[config.mk]
export PLATFORM = sky130hd
export DESIGN_NAME = id_ex_pipe_reg
export DESIGN_NICKNAME = d
export VERILOG_FILES = /design/src/rtl/id_ex_pipe_reg.sv
export SDC_FILE = /design/constraint.sdc
export NUM_CORES = 1
export LEC_CHECK = 0
export CORE_MARGIN = 4
export CORE_UTILIZATION = 31
export DETAILED_ROUTE_END_ITERATION = 10
export GPL_TIMING_DRIVEN = 0
export PLACE_DENSITY = 0.73
export SETUP_SLACK_MARGIN = 0.15
export SLEW_MARGIN = 40
export SYNTH_ARGS = -nofsm -noshare
export SYNTH_HDL_FRONTEND = slang
export SYNTH_SLANG_ARGS = --single-unit
[constraint.sdc]
create_clock -name clk -period 12.75 [get_ports clk]
set_input_delay 3.825 -clock clk [delete_from_list [all_inputs] [get_ports clk]]
set_output_delay 3.825 -clock clk [all_outputs]
set_load 0.02 [all_outputs]
[src/rtl/id_ex_pipe_reg.sv]
// ID/EX pipeline register for the SCPU datapath with load-use hazard detection.
// Optional bubble counter enabled by defining ID_EX_PERF_CNT_EN.
module id_ex_pipe_reg #(
  parameter int XLEN = 32,
  parameter int RA_W = 5
) (
  input  logic            clk,
  input  logic            rst,
  input  logic            id_valid,
  input  logic [XLEN-1:0] id_pc,
  input  logic [XLEN-1:0] id_rs1_data,
  input  logic [XLEN-1:0] id_rs2_data,
  input  logic [XLEN-1:0] id_imm,
  input  logic [RA_W-1:0] id_rs1,
  input  logic [RA_W-1:0] id_rs2,
  input  logic [RA_W-1:0] id_rd,
  input  logic [4:0]      id_ex,
  input  logic [2:0]      id_m,
  input  logic [3:0]      id_wb,
  input  logic            ex_stall,
  input  logic            flush,
  output logic            ex_valid,
  output logic [XLEN-1:0] ex_pc,
  output logic [XLEN-1:0] ex_rs1_data,
  output logic [XLEN-1:0] ex_rs2_data,
  output logic [XLEN-1:0] ex_imm,
  output logic [RA_W-1:0] ex_rs1,
  output logic [RA_W-1:0] ex_rs2,
  output logic [RA_W-1:0] ex_rd,
  output logic [4:0]      ex_ex,
  output logic [2:0]      ex_m,
  output logic [3:0]      ex_wb,
`ifdef ID_EX_PERF_CNT_EN
  output logic [31:0]     bubble_cnt,
`endif
  output logic            hazard_stall
);

  logic ex_is_load;
  logic uses_rs2;
  logic load_use;
  logic insert_bubble;
  logic capture;

  // A load in EX whose result the ID instruction reads; x0 never creates a dependency.
  // Register operand B or a store both read rs2; others may alias rs2 as an immediate field.
  assign ex_is_load = ex_valid & ex_wb[2] & (ex_wb[1:0] == 2'b11);
  assign uses_rs2   = ~id_ex[4] | id_m[0];
  assign load_use   = id_valid & ex_is_load & (ex_rd != '0)
                    & ((ex_rd == id_rs1) | ((ex_rd == id_rs2) & uses_rs2));

  assign hazard_stall = load_use & ~flush & ~rst;

  // Flush wins over a downstream stall; a hazard bubble only lands when EX can accept.
  assign insert_bubble = flush | (hazard_stall & ~ex_stall);
  assign capture       = ~flush & ~ex_stall & ~hazard_stall;

  // Control path: a bubble zeroes every control bundle so it cannot write or branch.
  // NOTE: sequential state uses non-blocking assignments so all registers update together.
  always_ff @(posedge clk or posedge rst) begin
    if (rst) begin
      ex_valid <= 1'b0;
      ex_ex    <= '0;
      ex_m     <= '0;
      ex_wb    <= '0;
    end else if (insert_bubble) begin
      ex_valid <= 1'b0;
      ex_ex    <= '0;
      ex_m     <= '0;
      ex_wb    <= '0;
    end else if (capture) begin
      ex_valid <= id_valid;
      ex_ex    <= id_valid ? id_ex : '0;
      ex_m     <= id_valid ? id_m  : '0;
      ex_wb    <= id_valid ? id_wb : '0;
    end
  end

  // Data path: operands only move on a normal capture and hold through bubbles.
  always_ff @(posedge clk or posedge rst) begin
    if (rst) begin
      ex_pc       <= '0;
      ex_rs1_data <= '0;
      ex_rs2_data <= '0;
      ex_imm      <= '0;
      ex_rs1      <= '0;
      ex_rs2      <= '0;
      ex_rd       <= '0;
    end else if (capture) begin
      ex_pc       <= id_pc;
      ex_rs1_data <= id_rs1_data;
      ex_rs2_data <= id_rs2_data;
      ex_imm      <= id_imm;
      ex_rs1      <= id_rs1;
      ex_rs2      <= id_rs2;
      ex_rd       <= id_rd;
    end
  end

`ifdef ID_EX_PERF_CNT_EN
  // Free-running bubble count; wraps naturally at 2^32.
  always_ff @(posedge clk or posedge rst) begin
    if (rst) begin
      bubble_cnt <= '0;
    end else if (insert_bubble) begin
      bubble_cnt <= bubble_cnt + 32'd1;
    end
  end
`endif

endmodule
==> metrics, run 1 <==
Worst Max-Slew Pin Slew about 0.55 ns; final worst-path cycle share between 70% and 80%; Avg Cell Area, Syn 17.8 sq um; crit end category output port; WS Path Type primary input to output port; Layout Nets between 800 and 900; average wire per standard cell 18.4 um; die outline height about 150 um; path category of the worst min-delay check register to register; clk_skew slightly below 0.006 ns; total cell area at the placement stage just under 10000 sq um; Power Internal around 1.1 mW; cell class contributing the biggest share of worst-path delay buffers and inverters; Post-Syn Instances ~360; complex-gate fraction of the synthesized area roughly 2.4%; WP buf/inv 2; share of final-layout standard cells stronger than drive strength 1 27.4%; all-layer global routing usage 15.2%; placeable core area 20200 sq um; critical-path maximum fanout 5; first-pass GRT wire length about 27000 um; root buf cell clkbuf_16; combined area of all synthesized cells between 6000 and 7000 sq um; via density per instance approximately 4.4; # rows 52; synthesis-stage register bit count 156; Sw Pwr between 0.4 and 0.5 mW; unrepaired setup endpoints after global routing false; number of detailed-routing iterations run before antenna repair 4; Fmax achieved 102 MHz; arrival time at the worst endpoint between 5 and 6 ns; layout-stage area growth over the synthesis result 65.7%; nature of the critical path startpoint primary input; post-synthesis share of cell area spent on full adders, half adders and majority gates 0%; post-DP HPWL 13700 um; commonest non-fill, non-tap cells in the layout 316 x clkdlybuf4s50_1, 156 x dfrtp_1, 100 x mux2_4; P per Cell Area 149 nW/um^2; maximum resistive drop on vdd about 0.12 mV; Layout Cell Area excl Fill ~11000 sq um; Hold Fails Final Rpt 0; post-CTS setup-driven buffer insertion count 0; Critical Path Most Common Cell clkdlybuf4s50_1; via count of the first global-routing pass 4947; status completed; main combinational cell family by area after synthesis multiplexers; combinational power share a little over a quarter; post-synthesis mux area share a little under a third; post-detailed-routing wire length between 15000 and 20000 um; most frequent standard cell in the layout excluding fill and tap cells clkdlybuf4s50_1; DRC violation total after the first TritonRoute iteration roughly 140; synth unique cells 23; hold buffer count at CTS 0; ANT cells 0; required time reported for the critical path endpoint roughly 8.9 ns; routability congestion estimate slightly below 0.8; number of antenna violations at the first check in global routing 0; number of buffers added by the clock tree synthesis step 17; final number of setup-violating endpoints 0; number of nets in the synthesized netlist between 500 and 600; maximum number of pins on one net before global-route repair between 70 and 80; clock tree from TritonCTS done; count of cells resized by post-cts repair 0; starting density of the core between 30% and 40%; normalized max-slew margin roughly 63%; post-synthesis share of cell area spent on and, or, nand and nor gates 0.825%; CTS H-tree lvls 4; cell at the slowest stage of the critical path clkdlybuf4s50_1; Syn. warnings 0; Static Leakage approximately 4.5 nW; Largest stage delay, worst path between 0.6 and 0.7 ns; IO buf count about 320; IO Count ~320; CTS clock-pin slew for the worst setup and hold paths approximately 0.060 ns; via count approximately 4300; xor-xnor portion of the synthesized cell area 1.38%; chain of cells forming the critical path clkdlybuf4s50_1, nand2_1, or4_1, a21oi_1, and2_1, clkdlybuf4s50_1; register area share after synthesis 61.3%; number of slew-limit violations in the final report 0; global route overflow 0; final worst path period need between 9 and 10 ns; worst-skew pair later-pin latency between 0.4 and 0.5 ns; clock group share of total power 34.1%; total negative slack 0 ns; Die Area 22900 sq um; Die Wd roughly 150 um; switching part of the total 27.8%; reported max-cap violation count 0; fraction of power consumed by sequential logic between 30 and 40%; Longest Clk Path Bufs 2; ANT nets after route 0; Clock Sinks 156; DRC viols 0
metrics by stage:
step	power (mW)	hold WS, ns	cells	setup WS (ns)	util [%]
finish	1.57	0.492	977	2.99	52.2
floorplan	0.819	0.610	357	4.21	-
global placement	1.04	0.477	943	2.79	48.8
detailed placement	1.05	0.480	945	2.97	49.1
CTS	1.59	0.494	977	2.97	52.2
global route	1.64	0.515	977	2.89	52.2
sequential cells by signal, summed over array words and instances (netlist names), 5 cells and up:
name / cells
ex_imm: 32
ex_pc: 32
ex_rs1_data: 32
ex_rs2_data: 32
ex_ex: 5
ex_rd: 5
ex_rs1: 5
ex_rs2: 5
worst register-to-register path, cell delays in order (launching register included):
cell and delay [ns]:
dfrtp_1 0.45, xnor2_1 0.16, o21ai_0 0.11, o22ai_1 0.12, a211oi_1 0.49, buf_4 0.36, buf_6 0.24, mux2_4 0.32
path summary, 6_finish.rpt:
check / start / slack, ns / depth (start not counted) / to
max reg2reg: ex_rd[0]$_DFFE_PP0P_ / 10.39 / 7 / ex_pc[14]$_DFFE_PP0P_
min: ex_ex[2]$_DFFE_PP0P_ / 0.49 / 1 / ex_ex[2]$_DFFE_PP0P_
max: id_valid / 2.99 / 6 / hazard_stall
min in group asynchronous: rst / 3.81 / 2 / ex_rd[4]$_DFFE_PP0P_
min reg2reg: ex_ex[2]$_DFFE_PP0P_ / 0.49 / 1 / ex_ex[2]$_DFFE_PP0P_
max in group asynchronous: rst / 8.28 / 3 / ex_rs1_data[27]$_DFFE_PP0P_
synth_stat cells:
library cell,count,area (sq um)
or4_1,1,7.51
dfrtp_1,156,3900
a32o_1,12,120
xnor2_1,10,87.6
and2_1,1,6.26
inv_1,2,7.51
o21ai_0,1,5.00
nand3_1,2,10.0
nand2_1,2,7.51
buf_6,13,146
mux2_2,43,484
a211oi_1,1,7.51
nor3_1,1,5.00
clkbuf_1,2,7.51
mux2_4,100,1500
nand4_1,1,6.26
nor2b_1,1,6.26
buf_2,2,10.0
a21oi_1,1,5.00
o22ai_1,1,6.26
nor2_1,1,3.75
buf_4,2,15.0
a22o_1,1,8.76
layer usage:
| metal | part of all wire, % | routed length, um | global-route usage, % |
|---|---|---|---|
| met4 | 1.1 | 204 | 3.99 |
| met3 | 8.6 | 1540 | 5.77 |
| met2 | 52 | 9380 | 26.9 |
| met1 | 38 | 6840 | 17.2 |
| met5 | 0 | 0 | 0 |
power groups by stage:
stage / Clock (mW) / Combinational (mW) / Sequential (mW)
floorplan: 0 / 0.123 / 0.696
finish: 0.536 / 0.428 / 0.607
global placement: 0 / 0.425 / 0.613
CTS: 0.552 / 0.435 / 0.608
detailed placement: 0 / 0.433 / 0.615
global route: 0.571 / 0.452 / 0.616
kinds of logic (layout without fill, tap and decap cells):
logic type      count (synthesis)  in the layout
compound gates                 17             17
simple gates                   10             10
buf+inv                        21            371
xor+xnor                       10             10
flops                         156            156
mux                           143            143
cell type report:
cell class | instances | area, sq um
well taps | 270 | 338
flip-flops and latches | 156 | 3900
clock inverters | 13 | 179
inverters | 2 | 15.0
repair buffers | 318 | 3220
plain buffers | 19 | 179
fillers | 1675 | 9680
clock buffers | 19 | 443
multi-input cells | 180 | 2280
(Power assumes the default switching activity.)
==> inputs of run 2 (changes only) <==
==> constraint.sdc (replaced) <==
create_clock -name clk -period 9.1 [get_ports clk]
set_input_delay 2.73 -clock clk [delete_from_list [all_inputs] [get_ports clk]]
set_output_delay 2.73 -clock clk [all_outputs]
set_load 0.02 [all_outputs]
==> results of run 2 <==
The final DEF is identical to that of run 1. Status: completed.
Among the figures that moved: setup slack after placement 2.97 ns -> 1.51 ns; setup slack after layout 2.99 ns -> 1.53 ns; register-to-register setup slack 10.39 ns -> 6.74 ns; total power 1.57 mW -> 2.20 mW; worst IR drop on VDD 0.115 mV -> 0.162 mV
==> inputs of run 3 (changes only) <==
==> constraint.sdc (replaced) <==
create_clock -name clk -period 7 [get_ports clk]
set_input_delay 2.1 -clock clk [delete_from_list [all_inputs] [get_ports clk]]
set_output_delay 2.1 -clock clk [all_outputs]
set_load 0.02 [all_outputs]
==> results of run 3 <==
The final DEF is identical to that of run 1. Status: completed.
Among the figures that moved: setup slack after placement 2.97 ns -> 0.672 ns; setup slack after layout 2.99 ns -> 0.686 ns; register-to-register setup slack 10.39 ns -> 4.64 ns; total power 1.57 mW -> 2.86 mW; worst IR drop on VDD 0.115 mV -> 0.210 mV
